**config.mk**
```make
export PLATFORM = sky130hd
export DESIGN_NAME = mem_arbiter
export DESIGN_NICKNAME = d
export VERILOG_FILES = /design/src/rtl/mem_arbiter.sv
export SDC_FILE = /design/constraint.sdc
export NUM_CORES = 1
export LEC_CHECK = 0
export CAP_MARGIN = 20
export CORE_UTILIZATION = 31
export CTS_CLUSTER_SIZE = 16
export DETAILED_ROUTE_END_ITERATION = 8
export HOLD_SLACK_MARGIN = 0.15
export PLACE_DENSITY = 0.76
export SYNTH_ARGS = -nofsm -noshare
export SYNTH_HDL_FRONTEND = slang
export SYNTH_SLANG_ARGS = --single-unit
```
**constraint.sdc**
```tcl
create_clock -name clk -period 1.7 [get_ports clk]
set_input_delay 0.34 -clock clk [delete_from_list [all_inputs] [get_ports clk]]
set_output_delay 0.34 -clock clk [all_outputs]
set_load 0.01 [all_outputs]
```
**src/rtl/mem_arbiter.sv**
```systemverilog
// Purpose: shares one single-port RAM between a CPU and a DMA requester, round-robin with an optional bounded DMA burst lock.
// Latency: a request eligible in slot N is acked (with read data) in cycle N+1; a write lands at the edge ending slot N.
// Backpressure: a requester holds req/cmd until its ack and is never served in its own ack cycle.
module mem_arbiter #(
    parameter int AW        = 12,
    parameter int DW        = 16,
    parameter int MAX_BURST = 8
) (
    input  logic          clk,
    input  logic          rst_n,
    input  logic          cpu_req,
    input  logic          cpu_we,
    input  logic [AW-1:0] cpu_addr,
    input  logic [DW-1:0] cpu_wdata,
    output logic          cpu_ack,
    output logic [DW-1:0] cpu_rdata,
    input  logic          dma_req,
    input  logic          dma_we,
    input  logic [AW-1:0] dma_addr,
    input  logic [DW-1:0] dma_wdata,
    output logic          dma_ack,
    output logic [DW-1:0] dma_rdata,
    input  logic          dma_lock,
    output logic          mem_write_enable,
    output logic [AW-1:0] mem_address,
    output logic [DW-1:0] mem_write_data,
    input  logic [DW-1:0] mem_read_data,
    output logic [1:0]    last_owner
);
    localparam int            CW        = $clog2(MAX_BURST + 1);
    localparam logic [CW-1:0] BURST_MAX = CW'(MAX_BURST);
    localparam logic [1:0]    OWN_NONE  = 2'b00;
    localparam logic [1:0]    OWN_CPU   = 2'b01;
    localparam logic [1:0]    OWN_DMA   = 2'b10;

    typedef enum logic {
        UNLOCKED = 1'b0,
        LOCKED   = 1'b1
    } lock_state_e;

    lock_state_e   state_q, state_d;
    logic [CW-1:0] burst_cnt_q, burst_cnt_d;
    logic          rr_last_q, rr_last_d;        // 1: DMA was granted last
    logic          cpu_ack_q, cpu_ack_d;
    logic          dma_ack_q, dma_ack_d;
    logic [DW-1:0] cpu_rdata_q, cpu_rdata_d;
    logic [DW-1:0] dma_rdata_q, dma_rdata_d;
    logic [1:0]    last_owner_q, last_owner_d;

    logic cpu_elig;
    logic dma_elig;
    logic burst_spent;
    logic lock_active;
    logic grant_cpu;
    logic grant_dma;

    // A requester sitting in its ack cycle is not eligible, so back-to-back
    // accesses from one side are at least two cycles apart.
    assign cpu_elig    = cpu_req & ~cpu_ack_q;
    assign dma_elig    = dma_req & ~dma_ack_q;
    // Once the burst budget is used up and the CPU is waiting, the lock lets go.
    assign burst_spent = (burst_cnt_q == BURST_MAX) & cpu_elig;
    assign lock_active = (state_q == LOCKED) & dma_lock & ~burst_spent;

    // Pick the slot winner; nothing wins while reset is asserted.
    always_comb begin
        grant_cpu = 1'b0;
        grant_dma = 1'b0;
        if (rst_n) begin
            if (lock_active) begin
                // CPU is shut out, even during the DMA ack gap (slot idles).
                grant_dma = dma_elig;
            end else if (cpu_elig && dma_elig) begin
                grant_cpu = rr_last_q;
                grant_dma = ~rr_last_q;
            end else begin
                grant_cpu = cpu_elig;
                grant_dma = dma_elig;
            end
        end
    end

    // Drive the memory port from the winner; all zero on an idle slot.
    always_comb begin
        mem_write_enable = 1'b0;
        mem_address      = '0;
        mem_write_data   = '0;
        if (grant_cpu) begin
            mem_write_enable = cpu_we & rst_n;
            mem_address      = cpu_addr;
            mem_write_data   = cpu_wdata;
        end else if (grant_dma) begin
            mem_write_enable = dma_we & rst_n;
            mem_address      = dma_addr;
            mem_write_data   = dma_wdata;
        end
    end

    // Lock FSM next state: enter on a locked DMA win, count DMA wins, release
    // on lock drop, DMA request withdrawal, or the forced CPU grant.
    always_comb begin
        state_d     = state_q;
        burst_cnt_d = burst_cnt_q;
        case (state_q)
            UNLOCKED: begin
                burst_cnt_d = '0;
                if (grant_dma && dma_lock) begin
                    state_d     = LOCKED;
                    burst_cnt_d = CW'(1);
                end
            end
            LOCKED: begin
                if (!dma_lock || (!dma_req && !dma_ack_q) || grant_cpu) begin
                    state_d     = UNLOCKED;
                    burst_cnt_d = '0;
                end else if (grant_dma && (burst_cnt_q != BURST_MAX)) begin
                    burst_cnt_d = burst_cnt_q + CW'(1);
                end
            end
            default: begin
                state_d     = UNLOCKED;
                burst_cnt_d = '0;
            end
        endcase
    end

    // Lock FSM state register.
    always_ff @(posedge clk) begin
        if (!rst_n) begin
            state_q     <= UNLOCKED;
            burst_cnt_q <= '0;
        end else begin
            state_q     <= state_d;
            burst_cnt_q <= burst_cnt_d;
        end
    end

    // Slot completion: one-cycle ack, read capture, fairness pointer, owner code.
    always_comb begin
        cpu_ack_d    = grant_cpu;
        dma_ack_d    = grant_dma;
        cpu_rdata_d  = cpu_rdata_q;
        dma_rdata_d  = dma_rdata_q;
        rr_last_d    = rr_last_q;
        last_owner_d = OWN_NONE;
        if (grant_cpu) begin
            rr_last_d    = 1'b0;
            last_owner_d = OWN_CPU;
            if (!cpu_we) begin
                cpu_rdata_d = mem_read_data;
            end
        end else if (grant_dma) begin
            rr_last_d    = 1'b1;
            last_owner_d = OWN_DMA;
            if (!dma_we) begin
                dma_rdata_d = mem_read_data;
            end
        end
    end

    // Completion registers; reset leaves DMA as last granted so the CPU wins the first tie.
    always_ff @(posedge clk) begin
        if (!rst_n) begin
            cpu_ack_q    <= 1'b0;
            dma_ack_q    <= 1'b0;
            cpu_rdata_q  <= '0;
            dma_rdata_q  <= '0;
            rr_last_q    <= 1'b1;
            last_owner_q <= OWN_NONE;
        end else begin
            cpu_ack_q    <= cpu_ack_d;
            dma_ack_q    <= dma_ack_d;
            cpu_rdata_q  <= cpu_rdata_d;
            dma_rdata_q  <= dma_rdata_d;
            rr_last_q    <= rr_last_d;
            last_owner_q <= last_owner_d;
        end
    end

    assign cpu_ack    = cpu_ack_q;
    assign dma_ack    = dma_ack_q;
    assign cpu_rdata  = cpu_rdata_q;
    assign dma_rdata  = dma_rdata_q;
    assign last_owner = last_owner_q;

endmodule

```
==> impl_metrics.ini <==
[floorplan]
io_pins = 144
start_util_pct = 32.7
num_rows = 28
core_area_mm2 = 0.00606
die-width_um = 82.0
die_height_um = 82.0
die_area_mm2 = 0.00672

[routing]
drt_first_iter_violations = 102
routed_via_density = 5.11
drt_wl_total_um = 7870
firstDrtPassIters = 4
route.vias.total = 2396
wl_per_cell_um = 16.8
drc_errors = 0
postRouteAntennaNets = 0

[clocking]
cts_sinks = 41
clk_latency_ps = 290
hold_buffers = 0
clockBufferDepth = 2
cts_tree = yes
clk_pin_slew_ps = 80
htreeDepth = 2
numCtsBuffers = 5
clockRootBuffer = clkbuf_8

[global_route]
grt_pass1_vias = 2353
grt_max_degree = 31
antenna_found_initial = 0
overflow = 0
grt_pass1_wl_um = 11500
track_usage_pct = 22.8

[timing]
slew_headroom_pct = 83.1
timing.final.ws_setup_ps = -492
fin_crit_sh_pct = 129
grt_setup_unrepaired = true
final-setup-viol-count = 45
drv_slew = 0
fin_skew_ps = 6.73
worstMarginPinSlew_ps = 254
period_needed_ps = 2190
finalHoldViolCount = 0
timing.fmax_ghz = 0.456

[synthesis]
yosys.area.top_type = dfxtp_1
synth_cells = 228
synth_cell_types = 34
synth_most_common_cell = dfxtp_1
synth_top_area_share_pct = 41.4
async_flop_share_pct = 0
synth_warnings = 0
ys_top_cells_by_area = dfxtp_1 41%, a22o_1 13%, nand2_1 7.2%, nand3b_1 6.8%, o21ai_0 5.6%
synth_flop_cell = dfxtp_1
synth_commonest_cells = 41 x dfxtp_1, 38 x nand2_1, 29 x a22o_1, 22 x o21ai_0, 18 x nand3b_1
syn-num-nets = 309
ys_seq_elements = 41
synth_edf_count = 0
yosysSeqAreaShare_pct = 41.4
synth_area_mm2 = 0.00198
postSynthAreaPerCell_um2 = 8.70

[pwr]
pwr-share-clk_pct = 27.9
max-vdd-ir-drop_mv = 0.377
switching_share_pct = 27.2
p_total_w = 0.00240
p_int_w = 0.00175
p_leak_nw = 1.48
netSwitchingPower_w = 0.000653
power_density_mw_per_mm2 = 648
combinationalPowerShare_pct = 29.0
p_seq_share_pct = 43.1

[placed_design]
gp_congestion = 0.835
hpwlAfterDp_um = 5690
io_buffers = 143

[min_path]
holdPathEnd = cpu_rdata[10]
worstHoldStart = cpu_rdata[10]
hold_path.class = reg2reg
min_path_cells = 2

[status]
violations = setup timing
status = finished with violations

[worst_setup_path]
crit_fanout = 30
critPathArrivalTime_ps = 1850
end_kind = output port
worstSetupStartpoint = burst_cnt_q[1]
worstPathRequired_ps = 1360
cp-start-kind = register
timing.rr.start = burst_cnt_q[1]
path_class = reg2out
ff2ff_setup_slack_ps = -280
rr_worst_depth = 9
rr_endpoint = cpu_rdata[14]

[finish]
multi_input_area_mm2 = 0.00109
syn_to_final_growth_pct = 86.9
drive_gt1_share_pct = 22.8
post-route-util_pct = 61.1
nFillCells = 570
diodes = 0
regArea_um2 = 825
nets = 474

[job]
drv_cap = 0
final cells by class:
| class | count | share of cell area, % |
|---|---|---|
| inverters | 3 | 0.304 |
| repair buffers | 176 | 42.8 |
| clock inverters | 2 | 0.371 |
| well taps | 75 | 2.53 |
| multi-input cells | 166 | 29.5 |
| flip-flops and latches | 41 | 22.2 |
| clock buffers | 6 | 2.23 |
stage by stage:
| stage | instance area (µm²) | instances | TNS (ps) | hold WS (ps) | setup slack [ps] |
|---|---|---|---|---|---|
| CTS | 3680 | 469 | -19010 | 455 | -620 |
| floorplan | 2020 | 228 | -2700 | 470 | -114 |
| global route | 3710 | 469 | -21810 | 476 | -561 |
| global placement | 3630 | 456 | -44890 | 435 | -903 |
| detailed placement | 3630 | 456 | -47470 | 440 | -959 |
| finish | 3710 | 469 | -17810 | 452 | -492 |
metal layers:
layer | GRT usage [%] | share of wire [%] | vias to the layer above
met5 | 0 | 0 | -
met4 | 7.72 | 1.9 | 0
met3 | 6.33 | 10 | 14
met2 | 43.9 | 52 | 109
met1 | 23.4 | 36 | 1120
li1 | - | - | 1153
layout by cell type (no fill, tap or decap), drive strengths merged:
cell / synthesis / layout
clkdlybuf4s50: 0 / 111
buf: 14 / 61
dfxtp: 41 / 41
nand2: 38 / 38
o21ai: 34 / 34
a22o: 29 / 29
nand3b: 19 / 19
nand3: 16 / 16
clkbuf: 5 / 7
and2: 4 / 5
nor2: 4 / 4
dlygate4sd2: 0 / 3
inv: 3 / 3
nor2b: 3 / 3
o2111ai: 2 / 2
and3b: 2 / 2
ha: 2 / 2
clkinv: 0 / 2
or3b: 1 / 1
o2111a: 1 / 1
a21o: 1 / 1
nand4b: 1 / 1
o211ai: 1 / 1
a41oi: 1 / 1
or3: 1 / 1
a21oi: 1 / 1
a311oi: 1 / 1
mux2i: 1 / 1
a221oi: 1 / 1
xor2: 1 / 1
sequential cells by signal (all words and copies together) (netlist names):
register     count
cpu_rdata       16
dma_rdata       16
burst_cnt_q      4
cpu_ack          1
dma_ack          1
last_owner       1
rr_last_q        1
state_q          1
what timing repair did:
item                                   CTS  global route
setup endpoints to repair               60            65
endpoints found under the hold margin    0             0
resized for setup                      136            13
setup buffers                            3             1
pin swaps                                3             3
cloned                                   2             0
cells by family after synthesis:
family                   count (synthesis)  share of synthesized area [%]
multiplexers                             1                          0.505
XOR/XNOR                                 1                          0.442
AND/OR/NAND/NOR                         89                           24.3
buffers and inverters                   22                           6.94
flip-flops                              41                           41.4
AO/OA/AOI/OAI                           72                           25.2
adder cells (fa/ha/maj)                  2                           1.26
critical path, stage by stage (launching register included):
cell and delay, ps:
dfxtp_2 340, inv_2 50, ha_4 150, and3b_1 200, o2111a_2 290, buf_12 160
a22o_1 240, buf_6 130
worst max-delay path by stage:
stage                    endpoint  slack (ps)  cells after the start
6_report       mem_write_data[15]        -490                      7
2_1_floorplan      mem_address[0]        -110                      7
4_1_cts            mem_address[3]        -620                      7
3_3_place_gp   mem_write_data[15]        -900                      6
5_1_grt            mem_address[4]        -560                      7
3_5_place_dp   mem_write_data[15]        -960                      6
power groups by stage:
stage | logic, W | registers, W | clock network, W
after CTS | 0.000694 | 0.00103 | 0.000687
final | 0.000695 | 0.00103 | 0.000671
after floorplan | 0.000234 | 0.00108 | 0
after global placement | 0.000701 | 0.00105 | 0
after detailed placement | 0.000706 | 0.00106 | 0
after global routing | 0.000745 | 0.00104 | 0.000739
Power figures use the tool's default switching activity.
==> RTL change 1 (same settings) <==
Change the parameter `AW` from 12 to 13.
--- a/src/rtl/mem_arbiter.sv
+++ b/src/rtl/mem_arbiter.sv
@@ -3,5 +3,5 @@
 // Backpressure: a requester holds req/cmd until its ack and is never served in its own ack cycle.
 module mem_arbiter #(
-    parameter int AW        = 12,
+    parameter int AW        = 13,
     parameter int DW        = 16,
     parameter int MAX_BURST = 8
Interface: changed (resized cpu_addr, dma_addr and mem_address); port bits go from 144 to 147. The function was not compared with the original's and may differ.
==> RTL change 1 against the unedited design <==
- the flow still finishes with violations (setup timing)
- design area rose by 4.9%
- largest cell class unchanged
- via count up 1.2%
- area after synthesis up 2.1%
- worst setup slack worse by 0.10 ns
- synthesized cell count up 0.88%
- sequential cell count unchanged
- core utilization rose by 0.45 points
- routed wire length decreased by 3.7%
- total power is 8.4% higher
- critical endpoint is now mem_address[6]
- highest routed layer unchanged
- sequential share of layout area shrank 1.0 points
==> RTL change 1: results (changes against the unedited design) <==
{| class="wikitable"
! Metric !! Value
|-
| Max FO, Critical Path || 5 (-83%)
|-
| Sequential cell area fraction in the yosys report || 40.5% (-0.87 points)
|-
| Global-route usage over all layers || 21.5% (-1.4 points)
|-
| Pin count of the biggest net entering global routing || 33 (+6.5%)
|-
| Setup violation total in the final timing report || 46 (+2.2%)
|-
| Non-clock buffer total of the final layout || 191 (+8.5%)
|-
| Non-clk buf share || 45.0% (+2.2 points)
|-
| Vias per inst || 4.99 (-2.3%)
|-
| Vias in the first global route || 2401 (+2.0%)
|-
| Global Route met3 Usage || 4.57% (-1.8 points)
|-
| Layout overhead on the synthesized area || 92.0%
|-
| Data arrival time of the worst path || 1.95 ns (+0.10 ns)
|-
| Met2 demand-to-capacity share in global routing || 38.6% (-5.3 points)
|-
| Result of the run || finished, violations left
|-
| Seq area share || 21.2% (-1.0 points)
|-
| Final Worst Setup Slack || -0.595 ns (-0.103 ns)
|-
| Total of buffers placed on input and output ports || 146 (+2.1%)
|-
| Area inside the core boundary || 6310 um^2 (+4.2%)
|-
| Post-placement cell area || 3730 um^2 (+2.8%)
|-
| Half-perimeter wire length of the detailed placement result || 5570 um (-2.1%)
|-
| Routed metal-1 wire length || 3130 um (+9.4%)
|-
| VDD IR-drop max || 382 uV (+1.5%)
|-
| Post-route total power || 2.60 mW (+8.4%)
|-
| Gate count after technology mapping || 230 (+0.88%)
|-
| Net Count, Synth || 313 (+1.3%)
|-
| Setup TNS || -19.16 ns (-1.35 ns)
|-
| Violated checks || setup timing
|-
| Clock network area share || 2.99% (+0.39 points)
|-
| Proportion of synthesized area in mux cells || 0.494% (-0.011 points)
|-
| Share of power burned in combinational logic || 28.6% (-0.4 points)
|-
| Cell leakage power || 1.58 nW (+6.5%)
|-
| Main area contributors after synthesis || dfxtp_1 41%, a22o_1 13%, o21ai_0 8.4%
|}
[RTL change 1: changes by cell type in the layout (fill, tap and decap cells not counted), moves of 3 or more]
cell / before / now
buf_6: 5 / 12
clkdlybuf4s50_1: 111 / 114
o21ai_1: 22 / 19
and2_4: 4 / 1
[RTL change 1: path summary, 6_finish.rpt]
path	startpoint	end	slack [ns]	cells past startpoint
worst max-delay path	burst_cnt_q[1]$_SDFFE_PN0P_	mem_address[6]	-0.59	8
worst min-delay path	cpu_rdata[8]$_SDFFE_PN0P_	cpu_rdata[8]$_SDFFE_PN0P_	0.45	2
worst max register to register	burst_cnt_q[1]$_SDFFE_PN0P_	cpu_rdata[11]$_SDFFE_PN0P_	-0.26	10
worst min register to register	cpu_rdata[8]$_SDFFE_PN0P_	cpu_rdata[8]$_SDFFE_PN0P_	0.45	2
==> RTL change 2 (same flow settings) <==
Without the edit above. Reset style: asynchronous (`rst_n`), changed in 2 clocked blocks.
--- a/src/rtl/mem_arbiter.sv
+++ b/src/rtl/mem_arbiter.sv
@@ -126,5 +126,5 @@
 
     // Lock FSM state register.
-    always_ff @(posedge clk) begin
+    always_ff @(posedge clk or negedge rst_n) begin
         if (!rst_n) begin
             state_q     <= UNLOCKED;
@@ -160,5 +160,5 @@
 
     // Completion registers; reset leaves DMA as last granted so the CPU wins the first tie.
-    always_ff @(posedge clk) begin
+    always_ff @(posedge clk or negedge rst_n) begin
         if (!rst_n) begin
             cpu_ack_q    <= 1'b0;
Function: differs if rst_n is asserted again (counterexample within 4 cycles, from zero or initial values and one cycle with rst_n low); with rst_n held inactive, the same outputs for 10 cycles.
==> RTL change 2 against the unedited design <==
- the run still ends with setup timing left
- fmax is 9.8% lower
- design area grew 8.9%
- sequential cell count unchanged
- area after synthesis increased by 2.3%
- global-route usage down 1.1 points
- register-to-register slack worse by 0.26 ns
- worst setup slack got worse by 0.24 ns
- synthesized cell count decreased by 33%
- routed wire length is 8.2% lower
- clock skew up 0.0023 ns
- critical path type unchanged
Power is not compared: it rests on default switching activity, and its combinational part moved more than twofold at a synthesized area within 25%.
==> RTL change 2: results (changes against the unedited design) <==
{| class="wikitable"
! Metric !! Value
|-
| Main area contributors after synthesis || dfrtp_1 49%, a22o_1 13%, mux2_1 8.9%
|-
| Net Count, Synth || 233 (-25%)
|-
| Fraction of synthesis flops using an asynchronous set or reset pin || 100% (+100 points)
|-
| Final Worst Setup Slack || -0.730 ns (-0.239 ns)
|-
| Combined flip-flop and latch cell area || 1030 um^2 (+25%)
|-
| Violated checks || setup timing
|-
| Reg-to-reg critical path endpoint || cpu_rdata[3]$_DFFE_PN0P_
|-
| Result of the run || finished, violations left
|-
| Worst hold-check slack || 0.218 ns (-0.234 ns)
|-
| Fill count || 517 (-9.3%)
|-
| Instance count after placement with tap cells included || 384 (-16%)
|-
| Share of cells above drive strength 1 || 35.0% (+12 points)
|-
| Post-placement cell area || 3750 um^2 (+3.2%)
|-
| Wirelength, routed || 7230 um (-8.2%)
|-
| Syn avg cell area || 13.4 um^2 (+54%)
|-
| Crit-path slowest cell || dfrtp_1
|-
| Most frequent cells after synthesis || 40 x dfrtp_1, 29 x a22o_1, 16 x mux2_1
|-
| Path category of the worst min-delay check || in -> async
|-
| Final estimated routing congestion in global placement || 0.823 (-1.4%)
|-
| Transition time at the pin with the least slew margin || 0.513 ns (+0.259 ns)
|-
| Max FO, Critical Path || 8 (-73%)
|-
| Vias after detailed routing || 1972 (-18%)
|-
| Minimum setup slack after placement || -0.957 ns (+0.00254 ns)
|-
| Violation count after the first detailed-routing iteration || 66 (-35%)
|-
| Setup violation total in the final timing report || 62 (+38%)
|-
| Fin cells || 406 (-13%)
|}
==> RTL change 2: cell types whose count changed after synthesis, sizes merged, moves of 3 or more <==
cell | unedited run | this run
dfxtp | 41 | 0
dfrtp | 0 | 40
nand2 | 38 | 1
o21ai | 34 | 0
mux2 | 0 | 32
nand3b | 19 | 2
nand3 | 16 | 2
buf | 14 | 8
and2 | 4 | 0
a211oi | 0 | 3
==> RTL change 2: area by class of cell <==
type,count,share of cell area [%]
Timing Repair Buffer,182,43.8
Clock buffer,7,2.14
Inverter,5,0.465
Multi-Input combinational cell,94,25.7
Tap cell,77,2.39
Sequential cell,41,25.4
==> RTL change 2: repair_timing <==
action / in CTS / in global routing
endpoints found under the setup margin: 62 / 69
pin swaps: 18 / 13
resized for setup: 139 / 12
endpoints found under the hold margin: 0 / 0
gates cloned: 7 / 0
buffers inserted: 12 / 3
==> RTL change 2: per-layer routing <==
layer	global-route usage, %	wire, um
met1	29.2	3230
met4	5.17	76
met3	4.57	286
met5	0	0
met2	35.9	3640
==> RTL change 2: kinds of logic (layout without fill, tap and decap cells) <==
group | Yosys count | in the layout | synth area share (%)
flip-flops | 41 | 41 | 50.6
AO/OA/AOI/OAI | 40 | 40 | 17.0
multiplexers | 33 | 33 | 20.1
AND/OR/NAND/NOR | 17 | 17 | 5.36
buffers and inverters | 17 | 194 | 4.81
adder cells (fa/ha/maj) | 2 | 2 | 1.23
XOR/XNOR | 2 | 2 | 0.863
==> RTL change 2: power breakdown <==
part | switching (mW) | internal (mW)
logic | 0.535 | 1.05
clock network | 0.321 | 0.322
registers | 0.137 | 1.22
